File: src/rtl/pcie_sniffer_pkg.sv
`default_nettype none
// ============================================================================
// Module      : pcie_sniffer_pkg
// Description : Shared definitions for the PCIe PTM sniffer capture path:
//               K-symbol codes, capture FSM state encoding, capture FIFO
//               entry layout and a lane symbol-match helper.
// Ports       : none (package)
// Revision    : 1.0 - initial release
// ============================================================================
package pcie_sniffer_pkg;

  localparam logic [7:0] K_STP = 8'hFB;
  localparam logic [7:0] K_END = 8'hFD;
  localparam logic [7:0] K_EDB = 8'hFE;

  typedef enum logic [1:0] {
    ST_IDLE    = 2'd0,
    ST_CAPTURE = 2'd1,
    ST_SKIP    = 2'd2,
    ST_DRAIN   = 2'd3
  } state_t;

  // Entry layout at the default widths. The top level declares the same
  // field order sized by its own parameters.
  typedef struct packed {
    logic [15:0] data;
    logic [1:0]  ctl;
    logic [63:0] ts;
    logic        last;
  } cap_entry_t;

  // True when a byte lane carries the given K-symbol.
  function automatic logic is_sym(input logic [7:0] lane_byte,
                                  input logic       lane_k,
                                  input logic [7:0] sym);
    return lane_k && (lane_byte == sym);
  endfunction

endpackage
`default_nettype wire

File: src/rtl/pcie_sniffer_fifo.sv
`default_nettype none
// ============================================================================
// Module      : pcie_sniffer_fifo
// Description : Synchronous FIFO, one push and one pop per cycle. The read
//               word is taken straight from the storage flops so it holds
//               while the head entry is not popped.
// Ports       : clk, rst_n          - clock, async active-low reset
//               push, wdata         - write side (never blocked)
//               pop                 - read strobe, ignored when empty
//               rdata, valid        - head entry and non-empty flag
//               free_count          - DEPTH minus current occupancy
// Revision    : 1.0 - initial release
// ============================================================================
module pcie_sniffer_fifo #(
  parameter int WIDTH = 8,
  parameter int DEPTH = 16
) (
  input  logic                     clk,
  input  logic                     rst_n,
  input  logic                     push,
  input  logic [WIDTH-1:0]         wdata,
  input  logic                     pop,
  output logic [WIDTH-1:0]         rdata,
  output logic                     valid,
  output logic [$clog2(DEPTH):0]   free_count
);

  localparam int AW = $clog2(DEPTH);
  localparam int CW = AW + 1;
  localparam logic [CW-1:0] DEPTH_C = CW'(DEPTH);

  logic [WIDTH-1:0] mem [DEPTH];
  logic [AW-1:0]    wr_ptr;
  logic [AW-1:0]    rd_ptr;
  logic [CW-1:0]    count;
  logic [CW-1:0]    count_nxt;
  logic             do_pop;

  assign do_pop = pop && valid;

  always_comb begin
    count_nxt = count;
    if (push && !do_pop) begin
      count_nxt = count + CW'(1);
    end else if (!push && do_pop) begin
      count_nxt = count - CW'(1);
    end
  end

  always_ff @(posedge clk or negedge rst_n) begin
    if (!rst_n) begin
      wr_ptr <= '0;
      rd_ptr <= '0;
      count  <= '0;
      valid  <= 1'b0;
      for (int i = 0; i < DEPTH; i++) begin
        mem[i] <= '0;
      end
    end else begin
      if (push) begin
        mem[wr_ptr] <= wdata;
        wr_ptr      <= wr_ptr + AW'(1);
      end
      if (do_pop) begin
        rd_ptr <= rd_ptr + AW'(1);
      end
      count <= count_nxt;
      valid <= (count_nxt != '0);
    end
  end

  assign rdata      = mem[rd_ptr];
  assign free_count = DEPTH_C - count;

endmodule
`default_nettype wire

File: src/rtl/pcie_ptm_sniffer_capture.sv
`default_nettype none
// ============================================================================
// Module      : pcie_ptm_sniffer_capture
// Description : PIPE RX tap. Forwards RX data/ctl through PIPE_STAGES
//               registers and, in parallel, captures STP..END/EDB framed
//               words with their STP timestamp into a capture FIFO.
// Ports       : clk_in, rst_n_in           - clock, async active-low reset
//               rx_data_in, rx_ctl_in      - PIPE RX word and K flags
//               clk_out, rst_n_out         - direct pass-through
//               rx_data_out, rx_ctl_out    - RX word delayed PIPE_STAGES
//               match_en, timestamp_in     - capture enable, free-run time
//               cap_valid/ready/data/ctl/ts/last - capture stream
//               pkt_count, drop_count      - captured / skipped TLPs
// Revision    : 1.0 - initial release
// ============================================================================
module pcie_ptm_sniffer_capture
  import pcie_sniffer_pkg::*;
#(
  parameter int DATA_W        = 16,
  parameter int CTL_W         = DATA_W / 8,
  parameter int PIPE_STAGES   = 1,
  parameter int CAPTURE_DEPTH = 8,
  parameter int FIFO_DEPTH    = 16,
  parameter int TS_W          = 64
) (
  input  logic              clk_in,
  input  logic              rst_n_in,
  input  logic [DATA_W-1:0] rx_data_in,
  input  logic [CTL_W-1:0]  rx_ctl_in,
  output logic              rst_n_out,
  output logic              clk_out,
  output logic [DATA_W-1:0] rx_data_out,
  output logic [CTL_W-1:0]  rx_ctl_out,
  input  logic              match_en,
  input  logic [TS_W-1:0]   timestamp_in,
  output logic              cap_valid,
  input  logic              cap_ready,
  output logic [DATA_W-1:0] cap_data,
  output logic [CTL_W-1:0]  cap_ctl,
  output logic [TS_W-1:0]   cap_ts,
  output logic              cap_last,
  output logic [15:0]       pkt_count,
  output logic [15:0]       drop_count
);

  localparam int FCW = $clog2(FIFO_DEPTH) + 1;
  localparam int BW  = $clog2(CAPTURE_DEPTH + 1);
  localparam logic [FCW-1:0] CAP_SPACE = FCW'(CAPTURE_DEPTH);
  localparam logic [BW-1:0]  LAST_BEAT = BW'(CAPTURE_DEPTH - 1);

  typedef struct packed {
    logic [DATA_W-1:0] data;
    logic [CTL_W-1:0]  ctl;
    logic [TS_W-1:0]   ts;
    logic              last;
  } entry_t;

  assign clk_out   = clk_in;
  assign rst_n_out = rst_n_in;

  // Pass-through register chain
  generate
    if (PIPE_STAGES == 0) begin : g_pipe_bypass
      assign rx_data_out = rx_data_in;
      assign rx_ctl_out  = rx_ctl_in;
    end else begin : g_pipe_regs
      logic [DATA_W-1:0] data_q [PIPE_STAGES];
      logic [CTL_W-1:0]  ctl_q  [PIPE_STAGES];
      always_ff @(posedge clk_in or negedge rst_n_in) begin
        if (!rst_n_in) begin
          for (int s = 0; s < PIPE_STAGES; s++) begin
            data_q[s] <= '0;
            ctl_q[s]  <= '0;
          end
        end else begin
          data_q[0] <= rx_data_in;
          ctl_q[0]  <= rx_ctl_in;
          for (int s = 1; s < PIPE_STAGES; s++) begin
            data_q[s] <= data_q[s-1];
            ctl_q[s]  <= ctl_q[s-1];
          end
        end
      end
      assign rx_data_out = data_q[PIPE_STAGES-1];
      assign rx_ctl_out  = ctl_q[PIPE_STAGES-1];
    end
  endgenerate

  // Decode stage s0, with the timestamp sample that arrived alongside it
  logic [DATA_W-1:0] s0_data;
  logic [CTL_W-1:0]  s0_ctl;
  logic [TS_W-1:0]   s0_ts;

  always_ff @(posedge clk_in or negedge rst_n_in) begin
    if (!rst_n_in) begin
      s0_data <= '0;
      s0_ctl  <= '0;
      s0_ts   <= '0;
    end else begin
      s0_data <= rx_data_in;
      s0_ctl  <= rx_ctl_in;
      s0_ts   <= timestamp_in;
    end
  end

  // Lane decode. term_after_stp flags an END/EDB in a lane above the first
  // STP lane, i.e. a TLP that both starts and ends in this word.
  logic stp_any;
  logic term_any;
  logic term_after_stp;

  always_comb begin
    stp_any        = 1'b0;
    term_any       = 1'b0;
    term_after_stp = 1'b0;
    for (int i = 0; i < CTL_W; i++) begin
      if (is_sym(s0_data[8*i +: 8], s0_ctl[i], K_END) ||
          is_sym(s0_data[8*i +: 8], s0_ctl[i], K_EDB)) begin
        term_any = 1'b1;
        if (stp_any) begin
          term_after_stp = 1'b1;
        end
      end
      if (is_sym(s0_data[8*i +: 8], s0_ctl[i], K_STP)) begin
        stp_any = 1'b1;
      end
    end
  end

  // Capture FSM
  state_t          state;
  state_t          state_nxt;
  logic [BW-1:0]   beat_cnt;
  logic [TS_W-1:0] ts_hold;
  logic [FCW-1:0]  free_count;
  logic            space_ok;
  logic            push;
  logic            push_last;
  logic [TS_W-1:0] push_ts;
  logic            start;
  logic            pkt_inc;
  logic            drop_inc;

  // Occupancy before this cycle's pop: never lets a TLP start that could
  // overflow the FIFO partway through.
  assign space_ok = (free_count >= CAP_SPACE);

  always_comb begin
    state_nxt = state;
    push      = 1'b0;
    push_last = 1'b0;
    push_ts   = ts_hold;
    start     = 1'b0;
    pkt_inc   = 1'b0;
    drop_inc  = 1'b0;
    case (state)
      ST_IDLE: begin
        if (stp_any && match_en) begin
          if (space_ok) begin
            push    = 1'b1;
            push_ts = s0_ts;
            start   = 1'b1;
            if (term_after_stp || (CAPTURE_DEPTH == 1)) begin
              push_last = 1'b1;
              pkt_inc   = 1'b1;
              state_nxt = term_after_stp ? ST_IDLE : ST_DRAIN;
            end else begin
              state_nxt = ST_CAPTURE;
            end
          end else begin
            drop_inc = 1'b1;
            if (!term_after_stp) begin
              state_nxt = ST_SKIP;
            end
          end
        end
      end
      ST_CAPTURE: begin
        push = 1'b1;
        if (term_any) begin
          push_last = 1'b1;
          pkt_inc   = 1'b1;
          state_nxt = ST_IDLE;
        end else if (beat_cnt == LAST_BEAT) begin
          push_last = 1'b1;
          pkt_inc   = 1'b1;
          state_nxt = ST_DRAIN;
        end
      end
      ST_SKIP, ST_DRAIN: begin
        if (term_any) begin
          state_nxt = ST_IDLE;
        end
      end
      default: state_nxt = ST_IDLE;
    endcase
  end

  always_ff @(posedge clk_in or negedge rst_n_in) begin
    if (!rst_n_in) begin
      state      <= ST_IDLE;
      beat_cnt   <= '0;
      ts_hold    <= '0;
      pkt_count  <= '0;
      drop_count <= '0;
    end else begin
      state <= state_nxt;
      if (start) begin
        beat_cnt <= BW'(1);
        ts_hold  <= s0_ts;
      end else if (push) begin
        beat_cnt <= beat_cnt + BW'(1);
      end
      if (pkt_inc) begin
        pkt_count <= pkt_count + 16'd1;
      end
      if (drop_inc && (drop_count != 16'hFFFF)) begin
        drop_count <= drop_count + 16'd1;
      end
    end
  end

  // Capture FIFO
  entry_t wr_entry;
  entry_t rd_entry;

  assign wr_entry = '{data: s0_data, ctl: s0_ctl, ts: push_ts, last: push_last};

  pcie_sniffer_fifo #(
    .WIDTH ($bits(entry_t)),
    .DEPTH (FIFO_DEPTH)
  ) u_fifo (
    .clk        (clk_in),
    .rst_n      (rst_n_in),
    .push       (push),
    .wdata      (wr_entry),
    .pop        (cap_ready),
    .rdata      (rd_entry),
    .valid      (cap_valid),
    .free_count (free_count)
  );

  assign cap_data = rd_entry.data;
  assign cap_ctl  = rd_entry.ctl;
  assign cap_ts   = rd_entry.ts;
  assign cap_last = rd_entry.last;

endmodule
`default_nettype wire

File: config.mk
export PLATFORM = sky130hd
export DESIGN_NAME = pcie_ptm_sniffer_capture
export DESIGN_NICKNAME = d
export VERILOG_FILES = /design/src/rtl/pcie_sniffer_pkg.sv /design/src/rtl/pcie_sniffer_fifo.sv /design/src/rtl/pcie_ptm_sniffer_capture.sv
export SDC_FILE = /design/constraint.sdc
export NUM_CORES = 2
export LEC_CHECK = 0
export ABC_AREA = 1
export CAP_MARGIN = 10
export CORE_MARGIN = 2
export CORE_UTILIZATION = 60
export CTS_BUF_LIST = sky130_fd_sc_hd__clkbuf_8
export DETAILED_ROUTE_END_ITERATION = 16
export HOLD_SLACK_MARGIN = 0.12
export PLACE_DENSITY = 0.77
export SYNTH_ARGS = -nofsm -noshare
export SYNTH_HDL_FRONTEND = slang
export SYNTH_SLANG_ARGS = --single-unit
File: constraint.sdc
create_clock -name clk_in -period 5.7 [get_ports clk_in]
set_input_delay 1.14 -clock clk_in [delete_from_list [all_inputs] [get_ports clk_in]]
set_output_delay 1.14 -clock clk_in [all_outputs]
set_load 0.02 [all_outputs]
==> impl_metrics.ini <==
[worst_setup_path]
worstReg2RegStart = u_fifo.count[0]
worstPathArrival_ns = 4.46
rr_endpoint = u_fifo.mem[436]
r2r_cells = 14
worstPathRequired_ns = 4.56
start_kind = flop
worst-r2r-setup-slack_ns = 1.91
crit_end = cap_ts[25]
cp-end-kind = output port
crit_path_max_fanout = 39
critPathKind = flop to output port
startpoint = u_fifo.rd_ptr[2]

[timing]
timing.slew.headroom = 0.2855
setup_violations = 0
worst_slew_pin_slew_ns = 1.072
rsz0062_at_grt = no
fin_setup_tns_ns = 0
finalCritPeriodShare = 0.9821
finalHoldViolCount = 0
finalClockSkew_ns = 0.03760
min_period_ns = 5.598
setup_slack_ns = 0.1018
final_max_slew_viol_count = 0
fmax_mhz = 178.6

[synthesis]
netlist_area_sq_mm = 0.06714
synth_edf_count = 0
yosysMostFrequentCell = dfrtp_1
ys.flop_type = dfrtp_1
yosys-top-cells-count = dfrtp_1, nand2_1, o21ai_0
yosysSeqAreaShare = 0.5688
yosysTopAreaCell = dfrtp_1
syn_area_per_cell_sq_um = 8.896
synth_top_cell_area_share = 0.5688
synth_cells = 7547
synth.area.top_cells = dfrtp_1, nand2_1, o21ai_0, a31oi_1, nor2_1
synth_seq_cells = 1526
yosys_warnings = 0
synth_fp_nets = 7644
ys_types = 37
synthArstFlopShare = 1.000

[floorplanning]
dieArea_sq_mm = 0.1146
die_x_um = 338.5
start_util = 0.6058
fp.dieH_um = 338.5
rows = 122
io_pins = 222
core_sq_mm = 0.1108

[detailed_routing]
ant_nets = 0
wire_per_inst_um = 21.08
vias = 56820
drc = 0
drt-initial-drc-count = 7444
via_per_inst = 6.264
wl_um = 191300
drtPass1Iterations = 7

[clock_network]
cts_tree = yes
clk_latency_ns = 1.02
clk_pin_slew_ns = 0.06

[finish]
layout-drive-gt1-share = 0.06621
final_util = 0.6686
area_growth_syn_to_layout_pct = 10.37
nNetsFinal = 7490
final_cells = 9071

[global_route]
grt_pass1_vias = 54070
antenna_found_initial = 1
overflow = 0
gr-usage-all-layers = 0.3300
grt_pass1_wl_um = 302800
grt_start_max_net_pins = 173

[placement]
gp_congestion = 0.8286
dp_cells = 8636
hpwl_um = 98190
port_buffers = 221
place_ws_ns = 1.122

[power]
powerDensity_mw_per_mm2 = 464.9
irDropWorstVdd_v = 0.0007281
leakage_nw = 33.69

[job]
drv_cap = 0

[run_status]
status = finished, final reports clean

[min_path]
hp-class = flop to flop
## worst max-delay path: stages, from the launching register on
cell and delay [ns]:
dfrtp_4 0.71, buf_4 0.59, buf_4 0.61, o221ai_1 0.22, a21oi_1 0.15, o21ai_0 0.11
o21ai_0 0.32, clkdlybuf4s50_1 0.73
## state kept, by name, summed over array words and instances, names as in the netlist
signal	flops
state	2
drop_count	16
s0_ts	64
u_fifo.valid	1
beat_cnt	4
u_fifo.rd_ptr	4
pkt_count	16
s0_data	16
ts_hold	64
u_fifo.mem	1328
s0_ctl	2
u_fifo.wr_ptr	4
u_fifo.count	5
## area by class of cell
class | count | area (sq um)
Fill cell | 8766 | 36730
Antenna cell | 1 | 2.502
Clock inverter | 116 | 613.1
Sequential cell | 1526 | 38200
Timing Repair Buffer | 313 | 3374
Clock buffer | 317 | 4359
Inverter | 402 | 1536
Tap cell | 1488 | 1862
Multi-Input combinational cell | 4908 | 24150
## worst min-delay path by stage
| stage | startpoint | to | slack [ns] | depth (start not counted) |
|---|---|---|---|---|
| after floorplan | u_fifo.mem[1079] | u_fifo.mem[1079] | 0.45 | 2 |
| after global placement | u_fifo.mem[1160] | u_fifo.mem[1160] | 0.46 | 2 |
| after detailed placement | u_fifo.mem[154] | u_fifo.mem[154] | 0.47 | 2 |
| after CTS | u_fifo.mem[481] | u_fifo.mem[481] | 0.48 | 2 |
| after global routing | u_fifo.mem[1156] | u_fifo.mem[1156] | 0.49 | 2 |
| final | u_fifo.mem[149] | u_fifo.mem[149] | 0.48 | 2 |
## through the flow
step	area [sq um]	power, mW	hold WS (ns)
after floorplan	67140	20.34	0.4478
after global placement	69090	24.69	0.4606
after detailed placement	69090	24.92	0.4674
after CTS	74060	34.31	0.4833
after global routing	74090	36.19	0.4947
final	74090	34.44	0.4811
## metal layers
| metal | share of wire | routed length [um] | vias to the layer above | GRT usage |
|---|---|---|---|---|
| met1 | 0.41 | 78330 | 27740 | 0.4646 |
| met3 | 0.096 | 18350 | 464 | 0.06129 |
| met2 | 0.46 | 87650 | 3081 | 0.5090 |
| met5 | 0 | 0 | - | 0 |
| li1 | - | - | 25540 | - |
| met4 | 0.036 | 6925 | 0 | 0.1356 |
## where the power goes
group          switching, mW  leakage [nW]  internal, mW
registers              0.862          19.3          12.2
logic                   7.85          11.5          4.10
clock network           4.35          2.88          5.07
## logic make-up after synthesis
kind of cell / count (synthesis) / synth area share
AO/OA/AOI/OAI: 2598 / 0.2206
AND/OR/NAND/NOR: 2262 / 0.1311
flip-flops: 1526 / 0.5688
buffers and inverters: 1113 / 0.07257
XOR/XNOR: 37 / 0.004827
adder cells (fa/ha/maj): 11 / 0.002050
## layout by cell type, fill, tap and decap left out, drive strengths merged, types with 2 or more instances in the layout
cell type,Yosys,layout
dfrtp,1526,1526
nand2,1281,1281
o21ai,1095,1095
nor2,858,858
a31oi,704,704
a21oi,526,526
inv,400,485
clkbuf,375,316
clkdlybuf4s50,0,220
o221ai,166,166
nand3,98,98
buf,336,93
a221oi,65,65
o22ai,38,38
clkinv,2,29
xor2,27,27
ha,11,11
nand4,10,10
xnor2,10,10
nor3,8,8
or2,3,3
bufinv,0,3
o31ai,2,2
nor3b,2,2
## what timing repair did
| item | in CTS | in global routing |
|---|---|---|
| resized for setup | 0 | 5 |
| endpoints found under the setup margin | 0 | 11 |
| hold buffers | 1 | 0 |
| hold endpoints to repair | 93 | 0 |
| buffers inserted | 0 | 1 |
Note: power is estimated with default switching activity, not from simulation.
